--- config.mk ---
export PLATFORM = sky130hd
export DESIGN_NAME = alu_issue_ctrl
export DESIGN_NICKNAME = d
export VERILOG_FILES = /design/src/rtl/alu_issue_ctrl.sv
export SDC_FILE = /design/constraint.sdc
export NUM_CORES = 1
export LEC_CHECK = 0
export ABC_AREA = 1
export BUFFER_PORTS_ARGS = -buffer_cell sky130_fd_sc_hd__clkbuf_2
export CORE_MARGIN = 1.5
export CORE_UTILIZATION = 49
export DETAILED_ROUTE_END_ITERATION = 16
export GPL_TIMING_DRIVEN = 0
export PLACE_DENSITY = 0.72
export SYNTH_ARGS = -nofsm -noshare
export SYNTH_HDL_FRONTEND = slang
export SYNTH_SLANG_ARGS = --single-unit
--- constraint.sdc ---
create_clock -name clk -period 2.3 [get_ports clk]
set_input_delay 0.46 -clock clk [delete_from_list [all_inputs] [get_ports clk]]
set_output_delay 0.46 -clock clk [all_outputs]
set_load 0.02 [all_outputs]
--- src/rtl/alu_issue_ctrl.sv ---
// alu_issue_ctrl: command FIFO plus a three-state issue FSM that drives a
// combinational ALU, holds its inputs for SETTLE_CYCLES, then captures the
// result behind a valid/ready handshake.
// Optional feature macro: ALU_ISSUE_DZ_CHECK_EN (short-circuits divide/modulo
// by zero without driving the ALU and flags it on res_dz).
module alu_issue_ctrl #(
    parameter int DATA_WIDTH    = 3,
    parameter int FIFO_DEPTH    = 4,
    parameter int SETTLE_CYCLES = 1
) (
    input  logic                          clk,
    input  logic                          rst,
    input  logic                          cmd_valid,
    output logic                          cmd_ready,
    input  logic [2:0]                    cmd_sel,
    input  logic [DATA_WIDTH-1:0]         cmd_in0,
    input  logic [DATA_WIDTH-1:0]         cmd_in1,
    output logic [2:0]                    alu_sel,
    output logic [DATA_WIDTH-1:0]         alu_in0,
    output logic [DATA_WIDTH-1:0]         alu_in1,
    input  logic signed [2*DATA_WIDTH:0]  alu_out,
    output logic                          res_valid,
    input  logic                          res_ready,
    output logic signed [2*DATA_WIDTH:0]  res_data,
    output logic [2:0]                    res_sel,
    output logic                          res_dz,
    output logic [$clog2(FIFO_DEPTH):0]   fifo_count
);

    localparam int RES_W = 2 * DATA_WIDTH + 1;
    localparam int PTR_W = $clog2(FIFO_DEPTH);
    localparam int CW    = PTR_W + 1;
    localparam int CNT_W = $clog2(SETTLE_CYCLES + 1);

    typedef struct packed {
        logic [2:0]            sel;
        logic [DATA_WIDTH-1:0] in0;
        logic [DATA_WIDTH-1:0] in1;
    } cmd_t;

    typedef enum logic [1:0] {
        IDLE  = 2'd0,
        DRIVE = 2'd1,
        HOLD  = 2'd2
    } state_t;

    // FIFO storage and bookkeeping
    cmd_t             mem_q [FIFO_DEPTH];
    logic [PTR_W-1:0] wr_ptr_q, rd_ptr_q;
    logic [CW-1:0]    count_q, count_d;
    logic             push, pop, empty;
    cmd_t             head, wr_cmd;
    logic             head_dz;

    // Issue FSM and output registers
    state_t                  state_q, state_d;
    logic [CNT_W-1:0]        cnt_q, cnt_d;
    logic [2:0]              alu_sel_q, alu_sel_d;
    logic [DATA_WIDTH-1:0]   alu_in0_q, alu_in0_d;
    logic [DATA_WIDTH-1:0]   alu_in1_q, alu_in1_d;
    logic                    res_valid_q, res_valid_d;
    logic signed [RES_W-1:0] res_data_q, res_data_d;
    logic [2:0]              res_sel_q, res_sel_d;
    logic                    res_dz_q, res_dz_d;

    assign empty     = (count_q == '0);
    assign cmd_ready = (count_q != CW'(FIFO_DEPTH));
    assign push      = cmd_valid && cmd_ready;
    assign wr_cmd    = '{sel: cmd_sel, in0: cmd_in0, in1: cmd_in1};
    assign head      = mem_q[rd_ptr_q];

`ifdef ALU_ISSUE_DZ_CHECK_EN
    assign head_dz = ((head.sel == 3'd3) || (head.sel == 3'd7)) && (head.in1 == '0);
`else
    assign head_dz = 1'b0;
`endif

    // Write the accepted command into the FIFO slot at the write pointer.
    // NOTE: the storage array has no reset; count and pointers alone say which slots hold live data.
    always_ff @(posedge clk) begin
        if (push) begin
            mem_q[wr_ptr_q] <= wr_cmd;
        end
    end

    // Occupancy: a simultaneous push and pop leaves the count unchanged.
    always_comb begin
        count_d = count_q;
        if (push && !pop) begin
            count_d = count_q + CW'(1);
        end else if (!push && pop) begin
            count_d = count_q - CW'(1);
        end
    end

    // Next state, pop decision, ALU drive and result capture.
    // NOTE: every variable gets a default first so no path leaves one unassigned and infers a latch.
    always_comb begin
        state_d     = state_q;
        cnt_d       = cnt_q;
        alu_sel_d   = alu_sel_q;
        alu_in0_d   = alu_in0_q;
        alu_in1_d   = alu_in1_q;
        res_valid_d = res_valid_q;
        res_data_d  = res_data_q;
        res_sel_d   = res_sel_q;
        res_dz_d    = res_dz_q;
        pop         = 1'b0;

        unique case (state_q)
            IDLE: begin
                pop = !empty;
            end
            DRIVE: begin
                cnt_d = cnt_q - CNT_W'(1);
                if (cnt_q == CNT_W'(1)) begin
                    res_data_d  = alu_out;
                    res_sel_d   = alu_sel_q;
                    res_dz_d    = 1'b0;
                    res_valid_d = 1'b1;
                    state_d     = HOLD;
                end
            end
            HOLD: begin
                if (res_ready) begin
                    res_valid_d = 1'b0;
                    if (empty) begin
                        state_d = IDLE;
                    end else begin
                        pop = 1'b1;
                    end
                end
            end
            default: begin
                state_d = IDLE;
            end
        endcase

        // Launching the head command is identical from IDLE and from HOLD.
        if (pop) begin
            if (head_dz) begin
                res_data_d  = '0;
                res_sel_d   = head.sel;
                res_dz_d    = 1'b1;
                res_valid_d = 1'b1;
                cnt_d       = '0;
                state_d     = HOLD;
            end else begin
                alu_sel_d = head.sel;
                alu_in0_d = head.in0;
                alu_in1_d = head.in1;
                cnt_d     = CNT_W'(SETTLE_CYCLES);
                state_d   = DRIVE;
            end
        end
    end

    // State, pointer and output registers with synchronous reset.
    // NOTE: sequential state uses non-blocking assignments so every register samples pre-edge values.
    always_ff @(posedge clk) begin
        if (rst) begin
            state_q     <= IDLE;
            cnt_q       <= '0;
            wr_ptr_q    <= '0;
            rd_ptr_q    <= '0;
            count_q     <= '0;
            alu_sel_q   <= '0;
            alu_in0_q   <= '0;
            alu_in1_q   <= '0;
            res_valid_q <= 1'b0;
            res_data_q  <= '0;
            res_sel_q   <= '0;
            res_dz_q    <= 1'b0;
        end else begin
            state_q     <= state_d;
            cnt_q       <= cnt_d;
            count_q     <= count_d;
            alu_sel_q   <= alu_sel_d;
            alu_in0_q   <= alu_in0_d;
            alu_in1_q   <= alu_in1_d;
            res_valid_q <= res_valid_d;
            res_data_q  <= res_data_d;
            res_sel_q   <= res_sel_d;
            res_dz_q    <= res_dz_d;
            if (push) begin
                wr_ptr_q <= wr_ptr_q + PTR_W'(1);
            end
            if (pop) begin
                rd_ptr_q <= rd_ptr_q + PTR_W'(1);
            end
        end
    end

    assign alu_sel    = alu_sel_q;
    assign alu_in0    = alu_in0_q;
    assign alu_in1    = alu_in1_q;
    assign res_valid  = res_valid_q;
    assign res_data   = res_data_q;
    assign res_sel    = res_sel_q;
    assign res_dz     = res_dz_q;
    assign fifo_count = count_q;

endmodule

======== Word-level counts from Yosys, hierarchy flattened ========
Memory sizes are Yosys's and may differ from the RTL's. A register that Yosys moved wholly into a read port is not among the register bits.
Index checks and enable logic that the tools add are counted.
word-level totals
  register bits ........................... 21
  bits in latches ......................... 0
  memory bits (writable) .................. 36
  memory bits (read-only) ................. 0
  input port bits ......................... 20
  output and inout bits ................... 25
  word-level logic and storage cells ...... 59
  memories kept ........................... 1
cells by class
  add/subtract/negate cells ............... 5
  multipliers ............................. 0
  div/mod/pow operators ................... 0
  magnitude comparators ................... 0
  equal/unequal tests ..................... 10
  shift-type cells ........................ 0
  multiplexer cells ....................... 17
  bitwise gates (word level) .............. 1
  reduce and logical (&&, ||, !) cells .... 16
memories
  memory  words  width  rd ports  clocked after memory_dff  write ports  line  source
  mem_q   4      9      1         1                         1            48    cmd_t mem_q [FIFO_DEPTH];
operators with widths
  operator                                                                number
  3-bit != test (second input constant)                                   4
  1-bit two-way mux                                                       9
  2-bit != test (second input constant)                                   4
  4-bit AND reduction                                                     2
  2-bit two-way mux                                                       3
  3-bit two-way mux                                                       2
  2-bit one-hot mux with 3 select lines                                   1
  2-bit nonzero test                                                      3
  2-bit by 1-bit adder with 2-bit output (second input constant)          2
  1-bit one-hot mux with 2 select lines                                   2
  3-bit by 1-bit adder with 3-bit output (second input constant)          1
  1-bit logical AND                                                       3
  1-bit logical NOT                                                       3
  3-bit logical NOT                                                       1
  3-bit AND reduction                                                     1
  3-bit by 1-bit subtractor with 3-bit output (second input constant)     1
  2-bit by 1-bit equality test with 1-bit output (second input constant)  1
  2-bit equality test (second input constant)                             1
  2-bit logical NOT                                                       1
  2-bit AND reduction                                                     1
  2-bit OR reduction                                                      1
  1-bit NOT                                                               1
  1-bit subtractor (second input constant)                                1

======== Longest topological paths before layout ========
  depth after elaboration ................. 7
  mapped depth ............................ 13
  depth with buffers taken out ............ 13

======== Least setup slack after synthesis ========
No wires, ideal clock.
  path kind ............................... register -> register
  from .................................... register count_q[1] (netlist: fifo_count[1])
  to ...................................... register count_q[2] (netlist: fifo_count[2])
  setup time .............................. 0.113 ns
  arrival time ............................ 1.966 ns
  path slack .............................. 0.221 ns
  stages on the path, launching flop included .. 14
  cell sequence ........................... dfxtp_1 -> inv_1 -> nand3_1 -> nand2_1 -> inv_1 -> ha_1 -> inv_1 -> fa_1 -> inv_1 -> a21oi_1 -> nand2_1 -> nand2_1 -> nand2_1 -> nor2_1
on the way
  elaborated cells on any way between the ends .. 16
  those cells by class .................... add/sub (2); eq/ne (1); mux (5); reduce/logical (8)
RTL lines
  item                                 line  source
  start: declaration                   50    logic [CW-1:0] count_q, count_d;
  start signal: assignment             177   count_q <= count_d;
  3-bit != test *                      67    assign cmd_ready = (count_q != CW'(FIFO_DEPTH));
  net cmd_ready                        14    output logic cmd_ready,
  1-bit logical AND *                  68    assign push = cmd_valid && cmd_ready;
  net push                             51    logic push, pop, empty;
  1-bit logical NOT                    91    end else if (!push && pop) begin
  1-bit logical AND                    91
  2-bit nonzero test (no source line)  n/a
The timed path passes the listed nets; every way through them passes the cells marked *. The select of a mux whose other input is x is not followed.
A chain may end at the register's enable or synchronous reset.

======== Worst setup path in the final report ========
  from .................................... register count_q[1] (netlist: fifo_count[1])
  to ...................................... register count_q[2] (netlist: fifo_count[2])
on the way
  elaborated cells on any way between the ends .. 16
  those cells by class .................... add/sub (2); eq/ne (1); mux (5); reduce/logical (8)
RTL lines
  item                                 line
  3-bit != test *                      67
  1-bit logical AND *                  68
  net push                             51
  1-bit logical NOT                    91
  1-bit logical AND                    91
  2-bit nonzero test (no source line)  n/a
Marks and branches as above.

==> results.sh <==
export IMPL_portBuffers=43
export IMPL_setup_viol=0
export IMPL_yosys_warnings=0
export IMPL_cts_tree="done"
export IMPL_register_area_sq_um=1682
export IMPL_die_x_um=79.52
export IMPL_hold_buffers=0
export IMPL_maxSlewViolCount=0
export IMPL_avgSynthCellArea_sq_um=8.747
export IMPL_p_per_area_nw_per_um2=1184
export IMPL_min_delay_start="cmd_in0[1]"
export IMPL_yosys_top_cells_area="edfxtp_1 (38%), dfxtp_1 (21%), nand2_1 (12%)"
export IMPL_regToRegStartpoint="fifo_count[1]"
export IMPL_skew_ns=0.006711
export IMPL_rr_endpoint="fifo_count[2]"
export IMPL_area_growth_syn_to_layout_pct=17.10
export IMPL_hp_class="primary input to flip-flop"
export IMPL_synth_top_cell_area_share_pct=37.68
export IMPL_rr_worst_depth=13
export IMPL_fp_row_count=27
export IMPL_ys_seq_area_share_pct=58.61
export IMPL_cts_resized=0
export IMPL_netlist_instances=328
export IMPL_layout_commonest_cell="nand2_1"
export IMPL_hpwl_um=3696
export IMPL_die_y_um=79.52
export IMPL_max_freq_ghz=0.4976
export IMPL_fin_total_pwr_mw=3.976
export IMPL_nFillCells=500
export IMPL_num_vias=2120
export IMPL_wl_um=5441
export IMPL_grt_pass1_vias=1974
export IMPL_hold_depth=1
export IMPL_grt_antenna_before_repair=0
export IMPL_core_area_sq_um=5574
export IMPL_hold_end="mem_q[1][4]"
export IMPL_drt_iter0_markers=88
export IMPL_finalHoldViolCount=0
export IMPL_synthDistinctLibCells=22
export IMPL_post_route_period_util_pct=87.37
export IMPL_grt_pass1_wl_um=8976
export IMPL_drive_above_1_share_pct=18.86
export IMPL_path_class="flip-flop to flip-flop"
export IMPL_synth_fp_nets=354
export IMPL_fin_area_sq_um=3359
export IMPL_die_area_sq_um=6323
export IMPL_setup_tns_ns=0
export IMPL_first_pass_iters=4
export IMPL_insertion_delay_ns=0.34
export IMPL_grt_max_degree=12
export IMPL_ir_drop_uv=569.1
export IMPL_crit_arrival_ns=2.25
export IMPL_wl_per_cell_um=11.85
export IMPL_numCtsBuffers=9
export IMPL_end_kind="flip-flop"
export IMPL_maxCapViolations=0
export IMPL_drc=0
export IMPL_htreeDepth=3
export IMPL_syn_area_sq_um=2869
export IMPL_ys_seq_elements=66
export IMPL_min_period_ns=2.009
export IMPL_worstPathMaxFanout=7
export IMPL_clk_pin_slew_ns=0.07
export IMPL_postCtsSetupBuffers=0
export IMPL_placed_area_sq_um=3174
export IMPL_clk_path_buf_depth=2
export IMPL_cp_required_ns=2.54
export IMPL_diodes=0
export IMPL_detail_route_antenna_nets=0
export IMPL_grt_overflow=0
export IMPL_boundaryPins=45
export IMPL_maxSlewHeadroom_pct=39.62
export IMPL_multiInputGateArea_sq_um=858.3
export IMPL_yosysTopAreaCell="edfxtp_1"
export IMPL_start_util_pct=51.47
export IMPL_nNetsFinal=408
export IMPL_startpoint_type="flip-flop"
export IMPL_rsz0062_at_grt="false"
export IMPL_gp_congestion=0.7381
export IMPL_cts_sinks=66
export IMPL_leakage_nw=1.621
export IMPL_worst_r2r_setup_slack_ns=0.29
export IMPL_grt_usage_pct=19.43
export IMPL_worstMarginPinSlew_ns=0.9024
export IMPL_status="completed"
export IMPL_clockRootBuffer="clkbuf_8"
export IMPL_viasPerCell=4.619
export IMPL_final_cell_mix="nand2_1 (91), inv_1 (62), clkbuf_2 (43)"
## worst max path at each step
stage | start | end | slack (ns)
2_1_floorplan | fifo_count[1] | fifo_count[2] | 0.22
3_5_place_dp | res_ready | fifo_count[1] | 0.23
6_report | fifo_count[1] | fifo_count[2] | 0.29
4_1_cts | fifo_count[1] | fifo_count[2] | 0.28
3_3_place_gp | res_ready | fifo_count[1] | 0.30
5_1_grt | fifo_count[1] | fifo_count[2] | 0.05
## cell families after synthesis
kind of cell	synth area share (%)
buf+inv	11.47
flops	58.61
fa+ha+maj	2.878
simple gates	22.24
compound gates	4.666
other cells	0.1307
## synthesized netlist by cell type, drive strengths merged
cell type  instances
clkinv             1
o21bai             1
conb               1
nor2              30
o21ai              5
inv               63
nand2             92
nand3             32
edfxtp            36
dfxtp             30
buf               11
a21oi             18
fa                 1
ha                 5
clkbuf             2
## flip-flops by register name, indices dropped and copies added, names as in the netlist, 2 cells and up
name        cells
fifo_count      3
state_q         2
mem_q          36
res_sel         3
alu_in0         3
res_data        7
rd_ptr_q        2
wr_ptr_q        2
alu_sel         3
alu_in1         3
## worst max-delay path, stage by stage, from the launching register on
cell     delay [ns]
dfxtp_1        0.39
inv_1          0.10
nand3_1        0.12
nand2_1        0.16
inv_1          0.15
ha_1           0.18
inv_1          0.07
fa_1           0.39
inv_1          0.07
a21oi_1        0.06
nand2_1        0.08
nand2_1        0.05
nand2_1        0.05
nor2_1         0.04
## stage by stage
step	setup slack, ns	utilization, %	hold slack [ns]	std cells
floorplan	0.2214	-	0.4997	328
global placement	0.2965	56.95	0.4488	443
detailed placement	0.2304	56.95	0.4532	443
CTS	0.2795	60.27	0.3141	459
global route	0.05008	60.27	0.3141	459
finish	0.2905	60.27	0.3343	459
## cell type report
type,count,share of cell area (%)
repair buffers,43,6.406
plain buffers,13,2.644
well taps,72,2.682
flip-flops and latches,66,50.06
inverters,64,7.151
clock buffers,10,3.799
multi-input cells,185,25.55
clock inverters,6,1.713
## routing by layer
metal | vias to the layer above | GRT usage [%] | wire length (um)
met5 | - | 0 | 0
met4 | 0 | 10.70 | 75
met3 | 6 | 7.200 | 297
met2 | 52 | 30.51 | 2509
met1 | 947 | 22.96 | 2559
li1 | 1115 | - | -
## where the power goes
group / internal (mW) / switching [mW] / total [mW]
Combinational: 0.512 / 0.963 / 1.47
Sequential: 1.46 / 0.116 / 1.58
Clock: 0.493 / 0.429 / 0.923
Total: 2.47 / 1.51 / 3.98
Note: power is estimated with default switching activity, not from simulation.
